==> src/rtl/circ_interp_pkg.sv <==
// Shared types for the circle/line interpolator: FSM states, step codes
// and the width of the deviation accumulator.
package circ_interp_pkg;

  typedef enum logic [2:0] {
    IDLE,
    LOAD,
    WAIT,
    STEP,
    DONE
  } state_t;

  typedef enum logic [1:0] {
    XP,
    XN,
    YP,
    YN
  } step_t;

  // Deviation accumulator width needed to hold x^2+y^2-R^2 without overflow.
  function automatic int f_width(input int w);
    return 2 * w + 3;
  endfunction

endpackage

==> src/rtl/circ_step_sel.sv <==
// Picks the next step direction from quadrant, arc direction and
// deviation sign (circular) or the Bresenham-style rule (linear).
module circ_step_sel
  import circ_interp_pkg::*;
#(
  parameter int WIDTH = 16
) (
  input  logic                    i_mode,
  input  logic                    i_direct,
  input  logic signed [WIDTH-1:0] i_x,
  input  logic signed [WIDTH-1:0] i_y,
  input  logic                    i_f_neg,
  input  logic                    i_dx_neg,
  input  logic                    i_dy_neg,
  input  logic                    i_dx_zero,
  input  logic                    i_dy_zero,
  output step_t                   o_code
);

  logic w_xn, w_xp, w_yn, w_yp;

  assign w_xn = i_x[WIDTH-1];
  assign w_yn = i_y[WIDTH-1];
  assign w_xp = !w_xn && (i_x != '0);
  assign w_yp = !w_yn && (i_y != '0);

  always_comb begin
    o_code = XP;
    if (i_mode) begin
      if (i_dy_zero || (!i_dx_zero && !i_f_neg))
        o_code = i_dx_neg ? XN : XP;
      else
        o_code = i_dy_neg ? YN : YP;
    end else if (!i_direct) begin
      // Counter-clockwise: quadrant boundaries belong to the leaving side.
      unique case (1'b1)
        (w_xp && !w_yn): o_code = i_f_neg ? YP : XN;
        (!w_xp && w_yp): o_code = i_f_neg ? XN : YN;
        (w_xn && !w_yp): o_code = i_f_neg ? YN : XP;
        (!w_xn && w_yn): o_code = i_f_neg ? XP : YP;
        default:         o_code = XP;
      endcase
    end else begin
      unique case (1'b1)
        (!w_xn && w_yp): o_code = i_f_neg ? XP : YN;
        (w_xp && !w_yp): o_code = i_f_neg ? YN : XN;
        (!w_xp && w_yn): o_code = i_f_neg ? XN : YP;
        (w_xn && !w_yn): o_code = i_f_neg ? YP : XP;
        default:         o_code = XP;
      endcase
    end
  end

endmodule

==> src/rtl/circ_interp_gen.sv <==
// Point-by-point circle/line interpolator with feed divider and step count.
// Define POS_TRACK_EN to add the x_pos/y_pos current-point outputs.
module circ_interp_gen
  import circ_interp_pkg::*;
#(
  parameter int WIDTH     = 16,
  parameter int DIV_W     = 16,
  parameter int MAX_STEPS = 2**(WIDTH+3)-1
) (
  input  logic                    pulse_clk,
  input  logic                    sys_rst_l,
  input  logic                    change_readyH,
  input  logic                    mode,
  input  logic                    direct,
  input  logic signed [WIDTH-1:0] Xs,
  input  logic signed [WIDTH-1:0] Ys,
  input  logic signed [WIDTH-1:0] Xe,
  input  logic signed [WIDTH-1:0] Ye,
  input  logic [DIV_W-1:0]        feed_div,
  output logic                    X_acc,
  output logic                    X_dec,
  output logic                    Y_acc,
  output logic                    Y_dec,
  output logic                    busy,
  output logic                    draw_overH,
  output logic                    err,
  output logic [WIDTH+2:0]        step_count
`ifdef POS_TRACK_EN
  ,
  output logic signed [WIDTH-1:0] x_pos,
  output logic signed [WIDTH-1:0] y_pos
`endif
);

  localparam int FW = f_width(WIDTH);
  localparam int CW = WIDTH + 3;

  state_t                  r_state, w_next;
  logic                    r_mode, r_dir, r_dxn, r_dyn, r_err;
  logic signed [WIDTH-1:0] r_x, r_y, r_xe, r_ye;
  logic [WIDTH:0]          r_adx, r_ady;
  logic [DIV_W-1:0]        r_div, r_feed;
  logic signed [FW-1:0]    r_f;
  logic [CW-1:0]           r_cnt;
  logic [3:0]              r_pulse;

  logic signed [WIDTH:0]   w_dx, w_dy;
  logic [WIDTH:0]          w_adx, w_ady;
  logic [WIDTH+1:0]        w_n;
  logic                    w_org, w_lzero, w_at_end;
  logic                    w_finish, w_abort, w_fire, w_set_err;
  step_t                   w_code;
  logic signed [FW-1:0]    w_xs, w_ys, w_mx, w_my, w_fnx;
  logic signed [WIDTH-1:0] w_xnx, w_ynx;

`ifdef POS_TRACK_EN
  localparam bit TRACK = 1'b1;
  assign x_pos = r_x;
  assign y_pos = r_y;
`else
  // Without tracking, x/y only matter for arcs.
  localparam bit TRACK = 1'b0;
`endif

  assign w_dx  = {r_xe[WIDTH-1], r_xe} - {r_x[WIDTH-1], r_x};
  assign w_dy  = {r_ye[WIDTH-1], r_ye} - {r_y[WIDTH-1], r_y};
  assign w_adx = w_dx[WIDTH] ? -w_dx : w_dx;
  assign w_ady = w_dy[WIDTH] ? -w_dy : w_dy;
  assign w_n   = {1'b0, r_adx} + {1'b0, r_ady};

  assign w_org    = (r_x == '0) && (r_y == '0);
  assign w_lzero  = (r_x == r_xe) && (r_y == r_ye);
  assign w_at_end = w_lzero && (r_cnt != '0);
  assign w_finish = r_mode ? (r_cnt == {1'b0, w_n}) : w_at_end;
  assign w_abort  = !r_mode && (r_cnt == CW'(MAX_STEPS));

  circ_step_sel #(
    .WIDTH(WIDTH)
  ) u_sel (
    .i_mode   (r_mode),
    .i_direct (r_dir),
    .i_x      (r_x),
    .i_y      (r_y),
    .i_f_neg  (r_f[FW-1]),
    .i_dx_neg (r_dxn),
    .i_dy_neg (r_dyn),
    .i_dx_zero(r_adx == '0),
    .i_dy_zero(r_ady == '0),
    .o_code   (w_code)
  );

  assign w_xs = {{(FW-WIDTH){r_x[WIDTH-1]}}, r_x};
  assign w_ys = {{(FW-WIDTH){r_y[WIDTH-1]}}, r_y};
  assign w_mx = {{(FW-WIDTH-1){1'b0}}, r_adx};
  assign w_my = {{(FW-WIDTH-1){1'b0}}, r_ady};

  // Arc: F += 2*v*d + 1 with the pre-step coordinate v.
  always_comb begin
    w_fnx = r_f;
    w_xnx = r_x;
    w_ynx = r_y;
    unique case (w_code)
      XP: begin
        w_xnx = r_x + WIDTH'(1);
        w_fnx = r_mode ? r_f - w_my
                       : r_f + {w_xs[FW-2:0], 1'b0} + FW'(1);
      end
      XN: begin
        w_xnx = r_x - WIDTH'(1);
        w_fnx = r_mode ? r_f - w_my
                       : r_f - {w_xs[FW-2:0], 1'b0} + FW'(1);
      end
      YP: begin
        w_ynx = r_y + WIDTH'(1);
        w_fnx = r_mode ? r_f + w_mx
                       : r_f + {w_ys[FW-2:0], 1'b0} + FW'(1);
      end
      YN: begin
        w_ynx = r_y - WIDTH'(1);
        w_fnx = r_mode ? r_f + w_mx
                       : r_f - {w_ys[FW-2:0], 1'b0} + FW'(1);
      end
      default: ;
    endcase
  end

  always_comb begin
    w_next    = r_state;
    w_fire    = 1'b0;
    w_set_err = 1'b0;
    unique case (r_state)
      IDLE: if (change_readyH) w_next = LOAD;
      LOAD: begin
        if (r_mode ? w_lzero : w_org) begin
          w_next    = DONE;
          w_set_err = !r_mode;
        end else begin
          w_next = WAIT;
        end
      end
      WAIT: begin
        if (r_div == '0) begin
          w_next = STEP;
          w_fire = 1'b1;
        end
      end
      STEP: begin
        if (w_finish) begin
          w_next = DONE;
        end else if (w_abort) begin
          w_next    = DONE;
          w_set_err = 1'b1;
        end else if (r_feed == '0) begin
          w_next = STEP;
          w_fire = 1'b1;
        end else begin
          w_next = WAIT;
        end
      end
      DONE:    w_next = IDLE;
      default: w_next = IDLE;
    endcase
  end

  always_ff @(posedge pulse_clk or negedge sys_rst_l) begin
    if (!sys_rst_l) r_state <= IDLE;
    else            r_state <= w_next;
  end

  always_ff @(posedge pulse_clk or negedge sys_rst_l) begin
    if (!sys_rst_l) begin
      r_mode  <= 1'b0;
      r_dir   <= 1'b0;
      r_dxn   <= 1'b0;
      r_dyn   <= 1'b0;
      r_err   <= 1'b0;
      r_x     <= '0;
      r_y     <= '0;
      r_xe    <= '0;
      r_ye    <= '0;
      r_adx   <= '0;
      r_ady   <= '0;
      r_div   <= '0;
      r_feed  <= '0;
      r_f     <= '0;
      r_cnt   <= '0;
      r_pulse <= '0;
    end else begin
      r_pulse <= '0;
      unique case (r_state)
        IDLE: begin
          if (change_readyH) begin
            r_mode <= mode;
            r_dir  <= direct;
            r_x    <= Xs;
            r_y    <= Ys;
            r_xe   <= Xe;
            r_ye   <= Ye;
            r_feed <= feed_div;
          end
        end
        LOAD: begin
          r_cnt <= '0;
          r_err <= w_set_err;
          r_div <= r_feed;
          r_f   <= '0;
          r_adx <= w_adx;
          r_ady <= w_ady;
          r_dxn <= w_dx[WIDTH];
          r_dyn <= w_dy[WIDTH];
        end
        WAIT: if (r_div != '0) r_div <= r_div - DIV_W'(1);
        // The hop back into WAIT costs one clock, hence feed-1.
        STEP: begin
          if (w_set_err) r_err <= 1'b1;
          r_div <= r_feed - DIV_W'(1);
        end
        default: ;
      endcase
      if (w_fire) begin
        r_f     <= w_fnx;
        r_cnt   <= r_cnt + CW'(1);
        r_pulse <= 4'b0001 << w_code;
        if (!r_mode || TRACK) begin
          r_x <= w_xnx;
          r_y <= w_ynx;
        end
      end
    end
  end

  assign X_acc      = r_pulse[0];
  assign X_dec      = r_pulse[1];
  assign Y_acc      = r_pulse[2];
  assign Y_dec      = r_pulse[3];
  assign busy       = (r_state != IDLE);
  assign draw_overH = (r_state == DONE);
  assign err        = r_err;
  assign step_count = r_cnt;

endmodule

==> config.mk <==
export PLATFORM = sky130hd
export DESIGN_NAME = circ_interp_gen
export DESIGN_NICKNAME = d
export VERILOG_FILES = /design/src/rtl/circ_interp_pkg.sv /design/src/rtl/circ_step_sel.sv /design/src/rtl/circ_interp_gen.sv
export SDC_FILE = /design/constraint.sdc
export NUM_CORES = 1
export LEC_CHECK = 0
export ABC_CLOCK_PERIOD_IN_PS = 12000
export CAP_MARGIN = 40
export CORE_MARGIN = 4
export CORE_UTILIZATION = 65
export CTS_BUF_LIST = sky130_fd_sc_hd__clkbuf_4 sky130_fd_sc_hd__clkbuf_8
export DETAILED_ROUTE_END_ITERATION = 8
export GPL_TIMING_DRIVEN = 1
export PLACE_DENSITY = 0.85
export SLEW_MARGIN = 40
export SYNTH_ARGS = -nofsm -noshare
export SYNTH_HDL_FRONTEND = slang
export SYNTH_SLANG_ARGS = --single-unit
export TNS_END_PERCENT = 5
==> constraint.sdc <==
create_clock -name pulse_clk -period 12 [get_ports pulse_clk]
set_input_delay 1.8 -clock pulse_clk [delete_from_list [all_inputs] [get_ports pulse_clk]]
set_output_delay 1.8 -clock pulse_clk [all_outputs]
set_load 0.05 [all_outputs]
# Yosys cells after proc, flatten, opt, wreduce, memory -nomap -nowiden
# Index checks and enable logic that the tools add are counted.
# totals
ff_bits,196
latch_bits,0
mem_bits_rw,0
rom_bits,0
input_bits,85
memories,0
# classes
n_addsub,22
multipliers,0
n_div,0
magnitude_cmp,0
eq_ne,17
n_shift,1
n_mux,59
bitwise_logic,0
reduce_logical,43
# op_table
cell,n
35-bit two-way mux,6
16-bit two-way mux,9
35-bit by 1-bit adder with 35-bit output (second input constant),4
35-bit one-hot mux with 4 select lines,1
35-bit adder,2
35-bit subtractor,2
16-bit zero test,4
16-bit one-hot mux with 2 select lines,2
16-bit one-hot mux with 3 select lines,1
16-bit nonzero test,3
19-bit two-way mux,2
35-bit by 17-bit adder with 35-bit output,1
35-bit by 17-bit subtractor with 35-bit output,1
17-bit zero test,2
17-bit two-way mux,2
17-bit negation,2
16-bit by 16-bit subtractor with 17-bit output,2
16-bit by 2-bit adder with 16-bit output (second input constant),2
16-bit equality test,2
16-bit by 1-bit subtractor with 16-bit output (second input constant),2
16-bit by 2-bit subtractor with 16-bit output (second input constant),2
2-bit two-way mux,11
19-bit by 1-bit adder with 19-bit output (second input constant),1
19-bit by 18-bit equality test with 1-bit output,1
25 further kinds,75

# Longest topological paths before layout
# Gate-level depths: netlist of the first run.
# logic_depth
ltp_word,11
mapped_depth,21

# Modules after synthesis
# Synthesis of the first run repeated with hierarchy kept, for this count alone.
# unflattened
hier_cells,3246
area_unflattened_um2,24713.7
# modules_own_cells
mod,instances,cells_each,area_per_inst_um2
circ_interp_gen,1,3205,24357.1
circ_step_sel,1,41,356.6

# Least setup slack after synthesis of the first run
# OpenSTA, ideal clock, no wires.
# synth_timing
kind,reg2reg
from,register r_x[15]
to,register r_x[15]
setup_ps,154
arrival_ps,4893
path_slack_ps,6953
path_stages_with_launch,20
n_path_buf,2
path_cell_list,dfrtp_1 buf_2 inv_1 a2bb2oi_1 o2111a_1 buf_2 o221ai_4 nor2_2 ha_1 a211oi_1 nor2_1 o211ai_1 nand2_1 a41oi_1 nor4b_1 o31ai_1 a31oi_1 xnor2_1 nor4b_1 a211oi_2
# synth_between
elab_chain_cells,11
elab_cells_between_ends,32
classes_between,add/sub (2); eq/ne (3); mux (12); reduce/logical (15)
# synth_rtl
item,line,source
start: declaration,circ_interp_gen.sv:40,"logic signed [WIDTH-1:0] r_x, r_y, r_xe, r_ye;"
start signal: assignment,circ_interp_gen.sv:195,r_x <= Xs;
start signal: assignment,circ_interp_gen.sv:225,r_x <= w_xnx;
16-bit nonzero test or 1-bit zero test (tied branches),"circ_step_sel.sv:24, circ_step_sel.sv:40, circ_step_sel.sv:45",
1-bit logical AND,circ_step_sel.sv:24,assign w_xp = !w_xn && (i_x != '0);
1-bit zero test,"circ_step_sel.sv:38, circ_step_sel.sv:47",
1-bit logical AND (on tied branches),"circ_step_sel.sv:38, circ_step_sel.sv:47",
2-bit one-hot mux with 4 select lines (on tied branches),"circ_step_sel.sv:36, circ_step_sel.sv:44",
2-bit two-way mux,circ_step_sel.sv:34,end else if (!i_direct) begin
2-bit two-way mux,circ_step_sel.sv:29,if (i_mode) begin
2-bit by 1-bit equality test with 1-bit output or 2-bit zero test (tied branches),circ_interp_gen.sv:102,unique case (w_code)
16-bit one-hot mux with 2 select lines,circ_interp_gen.sv:102,
16-bit two-way mux,circ_interp_gen.sv:224,if (!r_mode || TRACK) begin
16-bit two-way mux,circ_interp_gen.sv:220,if (w_fire) begin
# Parallel ways exist; a longest one is shown, timed or not.
# A chain may end at the register's enable or synchronous reset.

# Worst setup path in the final report of the first run
# layout_timing
from,register r_x[0]
to,register r_x[14]
# layout_between
elab_chain_cells,11
elab_cells_between_ends,25
classes_between,add/sub (2); eq/ne (3); mux (10); reduce/logical (10)
# layout_rtl
item,line
16-bit nonzero test,circ_step_sel.sv:24
1-bit logical AND,circ_step_sel.sv:24
1-bit zero test,"circ_step_sel.sv:38, circ_step_sel.sv:47"
1-bit logical AND (on tied branches),"circ_step_sel.sv:38, circ_step_sel.sv:47"
2-bit one-hot mux with 4 select lines (on tied branches),"circ_step_sel.sv:36, circ_step_sel.sv:44"
2-bit two-way mux,circ_step_sel.sv:34
2-bit two-way mux,circ_step_sel.sv:29
2-bit by 1-bit equality test with 1-bit output or 2-bit zero test (tied branches),circ_interp_gen.sv:102
16-bit one-hot mux with 2 select lines,circ_interp_gen.sv:102
16-bit two-way mux,circ_interp_gen.sv:224
16-bit two-way mux,circ_interp_gen.sv:220
# Parallel ways exist; a longest one is shown, timed or not.

==> results of run 1 <==
==> power groups by stage <==
stage | Sequential (mW) | Combinational, mW | Clock [mW]
2_1_floorplan | 1.12 | 4.68 | 0
3_3_place_gp | 1.24 | 6.11 | 0
3_5_place_dp | 1.26 | 6.31 | 0
4_1_cts | 1.24 | 6.35 | 0.485
5_1_grt | 1.29 | 7.09 | 0.507
6_report | 1.27 | 6.61 | 0.482
==> cell type report <==
type / instances / area [µm²] / area share, %
multi-input combinational: 2842 / 19500 / 70.9
clock buffer: 17 / 234 / 0.850
tap: 518 / 648 / 2.35
sequential: 196 / 4910 / 17.8
inverter: 166 / 623 / 2.26
clock inverter: 15 / 201 / 0.732
timing repair buffer: 142 / 1390 / 5.03
==> worst min-delay path, stage by stage, from the launching register on <==
cell	delay [ps]
dfrtp_1	370
nand2_1	50
nand2_1	50
==> flip-flops by register name, summed over array words and instances (netlist names), 17 cells and up <==
register	cells
r_f	35
r_ady	17
r_adx	17
step_count	19
==> per-layer routing <==
metal,part of all wire (%),GRT usage [%],up-vias,wire length [µm]
li1,-,-,12300,-
met1,40,55.5,12700,36600
met2,43,63.4,1701,39100
met3,11,9.87,372,9840
met4,6.9,24.5,0,6380
met5,0,0,-,0
==> path summary, 6_finish.rpt <==
check	to	slack, ps	depth (start not counted)
worst max-delay path	r_x[14]	6040	19
worst min-delay path	r_xe[2]	500	2
worst max register to register	r_x[14]	6040	19
worst min register to register	r_xe[2]	500	2
max in group asynchronous	r_mode	9620	2
min in group asynchronous	r_f[30]	1200	1
==> cell families (layout without fill, tap and decap cells) <==
family | count (synthesis) | in the layout | share of synthesized area (%)
and+or+nand+nor | 1214 | 1214 | 23.2
AOI/OAI and AO/OA | 1011 | 1011 | 26.2
adders and majority gates | 326 | 326 | 16.3
buffers and inverters | 291 | 340 | 4.71
xor gates and xnor gates | 251 | 251 | 8.68
DFF | 196 | 196 | 19.2
muxes | 40 | 40 | 1.80
==> stage by stage <==
step	power [mW]	hold WS, ps	utilization, %	std cells
final	8.36	497	71.1	3896
after global routing	8.89	537	71.1	3896
after CTS	8.08	503	70.9	3893
after detailed placement	7.57	476	69.8	3861
after global placement	7.35	460	69.7	3860
after floorplan	5.79	437	-	3329
==> cell usage in the layout, fill, tap and decap left out, types with 46 or more instances in the layout <==
cell / instances
nand2_1: 365
ha_1: 315
nor2_1: 287
a21oi_1: 241
o21ai_0: 225
dfrtp_1: 194
xnor2_1: 163
inv_1: 161
clkdlybuf4s50_1: 109
nor3_1: 103
nand3_1: 96
xor2_1: 86
a21o_1: 80
a211oi_1: 68
nor4_1: 46
nor2b_1: 46
a31oi_1: 46
==> reports/metrics.yaml, run 1 <==
status:
  status: "finished clean"
synthesis:
  ys_ff_latch: 196
  postSynth.asyncResetShare_pct: 100
  synth_top_area_share_pct: 19.2
  seq_area_frac_synth_pct: 19.2
  yosysTopAreaCell: "dfrtp_1"
  yosys-top-cells-count: "366 x nand2_1, 315 x ha_1, 288 x nor2_1, 241 x a21oi_1, 226 x o21ai_0"
  syn_area_per_cell_um2: 7.68
  ys_types: 112
  synth_ff_type: "dfrtp_1"
  syn_area_um2: 25600
  yosysMostFrequentCell: "nand2_1"
  syn_inst: 3329
  ys_warn_count: 0
  yosys-top-cells-area: "dfrtp_1 19%, ha_1 15%, xnor2_1 5.6%"
  mappedNetlistNets: 3740
  synth_edf_count: 0
layout:
  nets: 3776
  stdcell_area_um2: 27500
  final_layout_size_suffix_gt1_share_pct: 5.30
  diodes: 0
  area.growth.synth_to_final_pct: 7.65
  fillerInstances: 3109
route:
  drt_first_pass_iters: 7
  vias: 27100
  drtIter0Drc: 3543
  drc: 0
  wl_per_cell_um: 23.6
  postRouteAntennaNets: 0
  viasPerCell: 6.95
  wl_mm: 91.9
pwr:
  ir_drop_mv: 0.260
  leakage_nw: 12.7
  p_sw_mw: 4.86
  switching_share_pct: 58.2
  clockPowerShare_pct: 5.8
  power.share.combinational_pct: 79.1
  powerDensity_nw_per_um2: 303
  pwr-share-seq_pct: 15.1
  internal-power_mw: 3.50
worst_setup_path:
  critPathLaunch: "r_x[0]"
  path_delay_family: "compound AO/OA/AOI/OAI gates"
  path_class: "flop to flop"
  cpMaxStageDelayCell: "nor4_1"
  rr_startpoint: "r_x[0]"
  worst_ep_required_time_ps: 12480
  arrival_ps: 6440
  crit_path_start_kind: "flop"
  worst-path-max-fanout: 17
  path_buf_inv: 1
  cp-end-kind: "flop"
  critPathMaxStageDelay_ps: 650
  crit_chain: "nor4_1, a41oi_1, o21ai_0, o2111a_1, o221ai_4, nor2_2, buf_4, ha_1, a21o_1, a21oi_1, o21bai_1, a21oi_1, nor2b_1, o2111ai_1, nand3_1, o41ai_1, mux2i_1, nor4_1, nor2_1"
floorplanning:
  initial_core_util_pct: 66.0
  die_h_um: 206
  die-area_um2: 42600
  die_x_um: 206
  io-pin-count: 111
  fp-row-count: 72
  core_um2: 38700
cts:
  hold_buffers: 0
  cts_setup_buffers: 0
  clock_tree.root_cell: "clkbuf_8"
  ctsResizeCount: 0
  clk_pin_slew_ps: 130
  h-tree-depth: 4
  tritoncts: "built"
  cts_buffers: 17
  cts.sinks: 196
  cts.path.max_buffers: 2
  clk_latency_ps: 590
sta:
  rsz0062_at_grt: "no"
  skew_ps: 26.7
  fmax_ghz: 0.168
  fin_crit_ps: 5960
  slew_violations: 0
  fin_ws_ps: 6040
  period_share_pct: 49.7
  slew-limit-headroom_pct: 43.3
  hold_viol_final: 0
  finalSetupViolCount: 0
  worst_pin_slew_ps: 850
  fin_tns_setup_ps: 0
min_path:
  hp-class: "flop to flop"
  hold_path.startpoint: "r_xe[2]"
grt:
  grt_pass1_vias: 24800
  overflow: 0
  grtUsageTotal_pct: 42.2
  grt_pass1_wl_mm: 140
  grt_start_max_net_pins: 90
  antenna_found_initial: 0
job:
  maxCapViolCount: 0
place:
  post-place-ws_ps: 6330
  hpwl_mm: 71.3
  io_buffers: 110
  gp_congestion: 1.06
  placed_area_um2: 27000
(Power assumes the default switching activity.)
==> inputs of run 2 (changes only) <==
--- a/config.mk
+++ b/config.mk
@@ -5,14 +5,14 @@
 export SDC_FILE = /design/constraint.sdc
 export NUM_CORES = 1
 export LEC_CHECK = 0
-export ABC_CLOCK_PERIOD_IN_PS = 12000
+export ABC_CLOCK_PERIOD_IN_PS = 5400
 export CAP_MARGIN = 40
 export CORE_MARGIN = 4
-export CORE_UTILIZATION = 65
+export CORE_UTILIZATION = 58
 export CTS_BUF_LIST = sky130_fd_sc_hd__clkbuf_4 sky130_fd_sc_hd__clkbuf_8
 export DETAILED_ROUTE_END_ITERATION = 8
 export GPL_TIMING_DRIVEN = 1
-export PLACE_DENSITY = 0.85
+export PLACE_DENSITY = 0.8
 export SLEW_MARGIN = 40
 export SYNTH_ARGS = -nofsm -noshare
 export SYNTH_HDL_FRONTEND = slang
==> constraint.sdc (replaced) <==
create_clock -name pulse_clk -period 5.4 [get_ports pulse_clk]
set_input_delay 0.81 -clock pulse_clk [delete_from_list [all_inputs] [get_ports pulse_clk]]
set_output_delay 0.81 -clock pulse_clk [all_outputs]
set_load 0.05 [all_outputs]
==> run 2 against run 1 <==
Effect of this change:
- total power up 120%
- flip-flop and latch count did not move
- highest routed layer is now met5
- register-to-register slack lost 5800 ps
- largest power group unchanged
- design area is 1.4% higher
==> reports/metrics.yaml, run 2 (synthesized netlist as in run 1, its figures left out) <==
worst_setup_path:
  worst_ep_required_time_ps: 5870  # -6610 ps
  worst-path-max-fanout: 13  # -4
  path_buf_inv: 1  # unchanged
  worstSetupPathDepth: 18  # -1
  path_delay_family: "compound AO/OA/AOI/OAI gates"
  path_class: "flop to flop"
  critPathLaunch: "r_x[9]"
  r2r-end: "r_x[14]"
  cp-end-kind: "flop"
  r2r_cells: 18  # -1
  r2r_slack_ps: 280  # -5760 ps
  rr_startpoint: "r_x[9]"
  crit_path_start_kind: "flop"
  cpMaxStageDelayCell: "o41ai_1"
  critPathCapture: "r_x[14]"
  arrival_ps: 5590  # -850 ps
  critPathMaxStageDelay_ps: 570  # -80 ps
  crit_chain: "nor4_1, a41oi_1, o21ai_0, o2111a_1, o221ai_4, nor2_4, buf_4, ha_1, a21oi_1, o21bai_1, a21oi_1, nor2b_1, o2111ai_1, nand3_1, o41ai_1, mux2i_1, nor4_1, nor2_1"
floorplanning:
  io-pin-count: 111  # unchanged
  die_x_um: 218  # +5.6%
  die-area_um2: 47500  # +12%
  core_um2: 43400  # +12%
  die_h_um: 218  # +5.6%
  fp-row-count: 76  # +5.6%
  initial_core_util_pct: 59.0  # -7.0 points
sta:
  finalSetupViolCount: 0  # unchanged
  whs_ps: 218  # -279 ps
  slew-limit-headroom_pct: 36.7  # -6.6 points
  fin_tns_setup_ps: 0  # unchanged
  period_share_pct: 94.9  # +45 points
  hold_viol_final: 0  # unchanged
  fin_crit_ps: 5120  # -835 ps
  slew_violations: 0  # unchanged
  skew_ps: 18.8  # -7.95 ps
  rsz0062_at_grt: "no"
  fmax_ghz: 0.195  # +16%
  worst_pin_slew_ps: 942  # +92.2 ps
pwr:
  leakage_nw: 12.9  # +1.8%
  fin_total_pwr_mw: 18.7  # +120%
  powerDensity_nw_per_um2: 669  # +120%
  ir_drop_mv: 0.966  # +270%
route:
  viasPerCell: 6.70  # -3.6%
  drc: 0  # unchanged
  wl_mm: 94.6  # +2.9%
  wl_per_cell_um: 23.6  # -0.11%
  vias: 26900  # -0.66%
  postRouteAntennaNets: 0  # unchanged
  drtIter0Drc: 3420  # -3.5%
  drt_first_pass_iters: 6  # -1
grt:
  antenna_found_initial: 6  # +6
  grt_use_met3_pct: 6.12  # -3.8 points
  grt_util_met2_pct: 58.0  # -5.4 points
  grtUsageTotal_pct: 38.7  # -3.5 points
  overflow: 0  # unchanged
  busiest_layer: "met2"
  grt_start_max_net_pins: 128  # +42%
  grt_pass1_wl_mm: 144  # +3.0%
  use_met1_pct: 53.7  # -1.8 points
  grt_pass1_vias: 24900  # +0.61%
cts:
  tritoncts: "built"
  clk_latency_ps: 570  # -20 ps
  clk_pin_slew_ps: 120  # about the same
  h-tree-depth: 4  # unchanged
  cts.sinks: 196  # unchanged
  hold_buffers: 0  # unchanged
  clock_tree.root_cell: "clkbuf_8"
  cts.path.max_buffers: 2  # unchanged
  cts_buffers: 17  # unchanged
  cts_setup_buffers: 0  # unchanged
job:
  maxCapViolCount: 0  # unchanged
layout:
  final_layout_size_suffix_gt1_share_pct: 6.60  # +1.3 points
  area.growth.synth_to_final_pct: 9.21
  final_cell_mix: "365 x nand2_1, 315 x ha_1, 287 x nor2_1"
  utilization_pct: 64.4  # -6.7 points
  final_common_cell: "nand2_1"
  nets: 3824  # +1.3%
  largest_reg_flops: 35  # unchanged
  top_register: "r_f"
status:
  status: "finished clean"
min_path:
  hp-class: "input pin to async pin"
place:
  io_buffers: 110  # unchanged
  gp_congestion: 1.03  # -2.4%
  hpwl_mm: 74.6  # +4.6%
run 2: changes by cell type in the layout (fill, tap and decap cells not counted), sizes merged:
| cell | delta |
|---|---|
| inv | +1 |
| clkinv | -4 |
| diode | +2 |
| buf | +49 |
| bufinv | +1 |
| clkbuf | +1 |
run 2: cell type report:
| cell class | count | area, µm² |
|---|---|---|
| clock inverter | 13 | 159 |
| antenna | 2 | 5.00 |
| clock buffer | 19 | 255 |
| sequential | 196 | 4910 |
| multi-input combinational | 2842 | 19500 |
| inverter | 166 | 623 |
| tap | 585 | 732 |
| fill | 3845 | 15400 |
| timing repair buffer | 190 | 1720 |
run 2: worst min path at each step:
stage               startpoint   endpoint  slack, ps
detailed placement       r_dyn      r_dyn        480
finish               sys_rst_l  r_feed[9]        220
floorplan                r_dyn      r_dyn        440
CTS                  sys_rst_l  r_feed[9]        190
global route         sys_rst_l  r_div[11]        240
global placement         r_dxn      r_dxn        460
run 2: where the power goes:
part,switching (mW),internal (mW),total (mW)
Combinational,9.39,5.60,15.0
Sequential,0.663,1.97,2.63
Clock,0.650,0.406,1.06
Total,10.7,7.97,18.7
run 2: metal layers:
metal	wire (µm)	share of wire, %	vias up
li1	-	-	12400
met1	39600	42	12700
met2	40200	43	1514
met3	9110	9.6	307
met4	5650	6.0	6
met5	36	0.038	-
run 2: what timing repair did:
action                                  CTS  global route
endpoints found under the hold margin     0             0
resized for setup                         0             3
endpoints found under the setup margin    0             3
run 2: stage by stage:
step / instance area (µm²) / setup WS [ps] / instances
floorplan: 25600 / 353 / 3329
global placement: 27500 / 305 / 3979
detailed placement: 27500 / 94.5 / 3979
CTS: 27900 / 54.3 / 4011
global route: 27900 / 30.3 / 4012
finish: 27900 / 277 / 4013
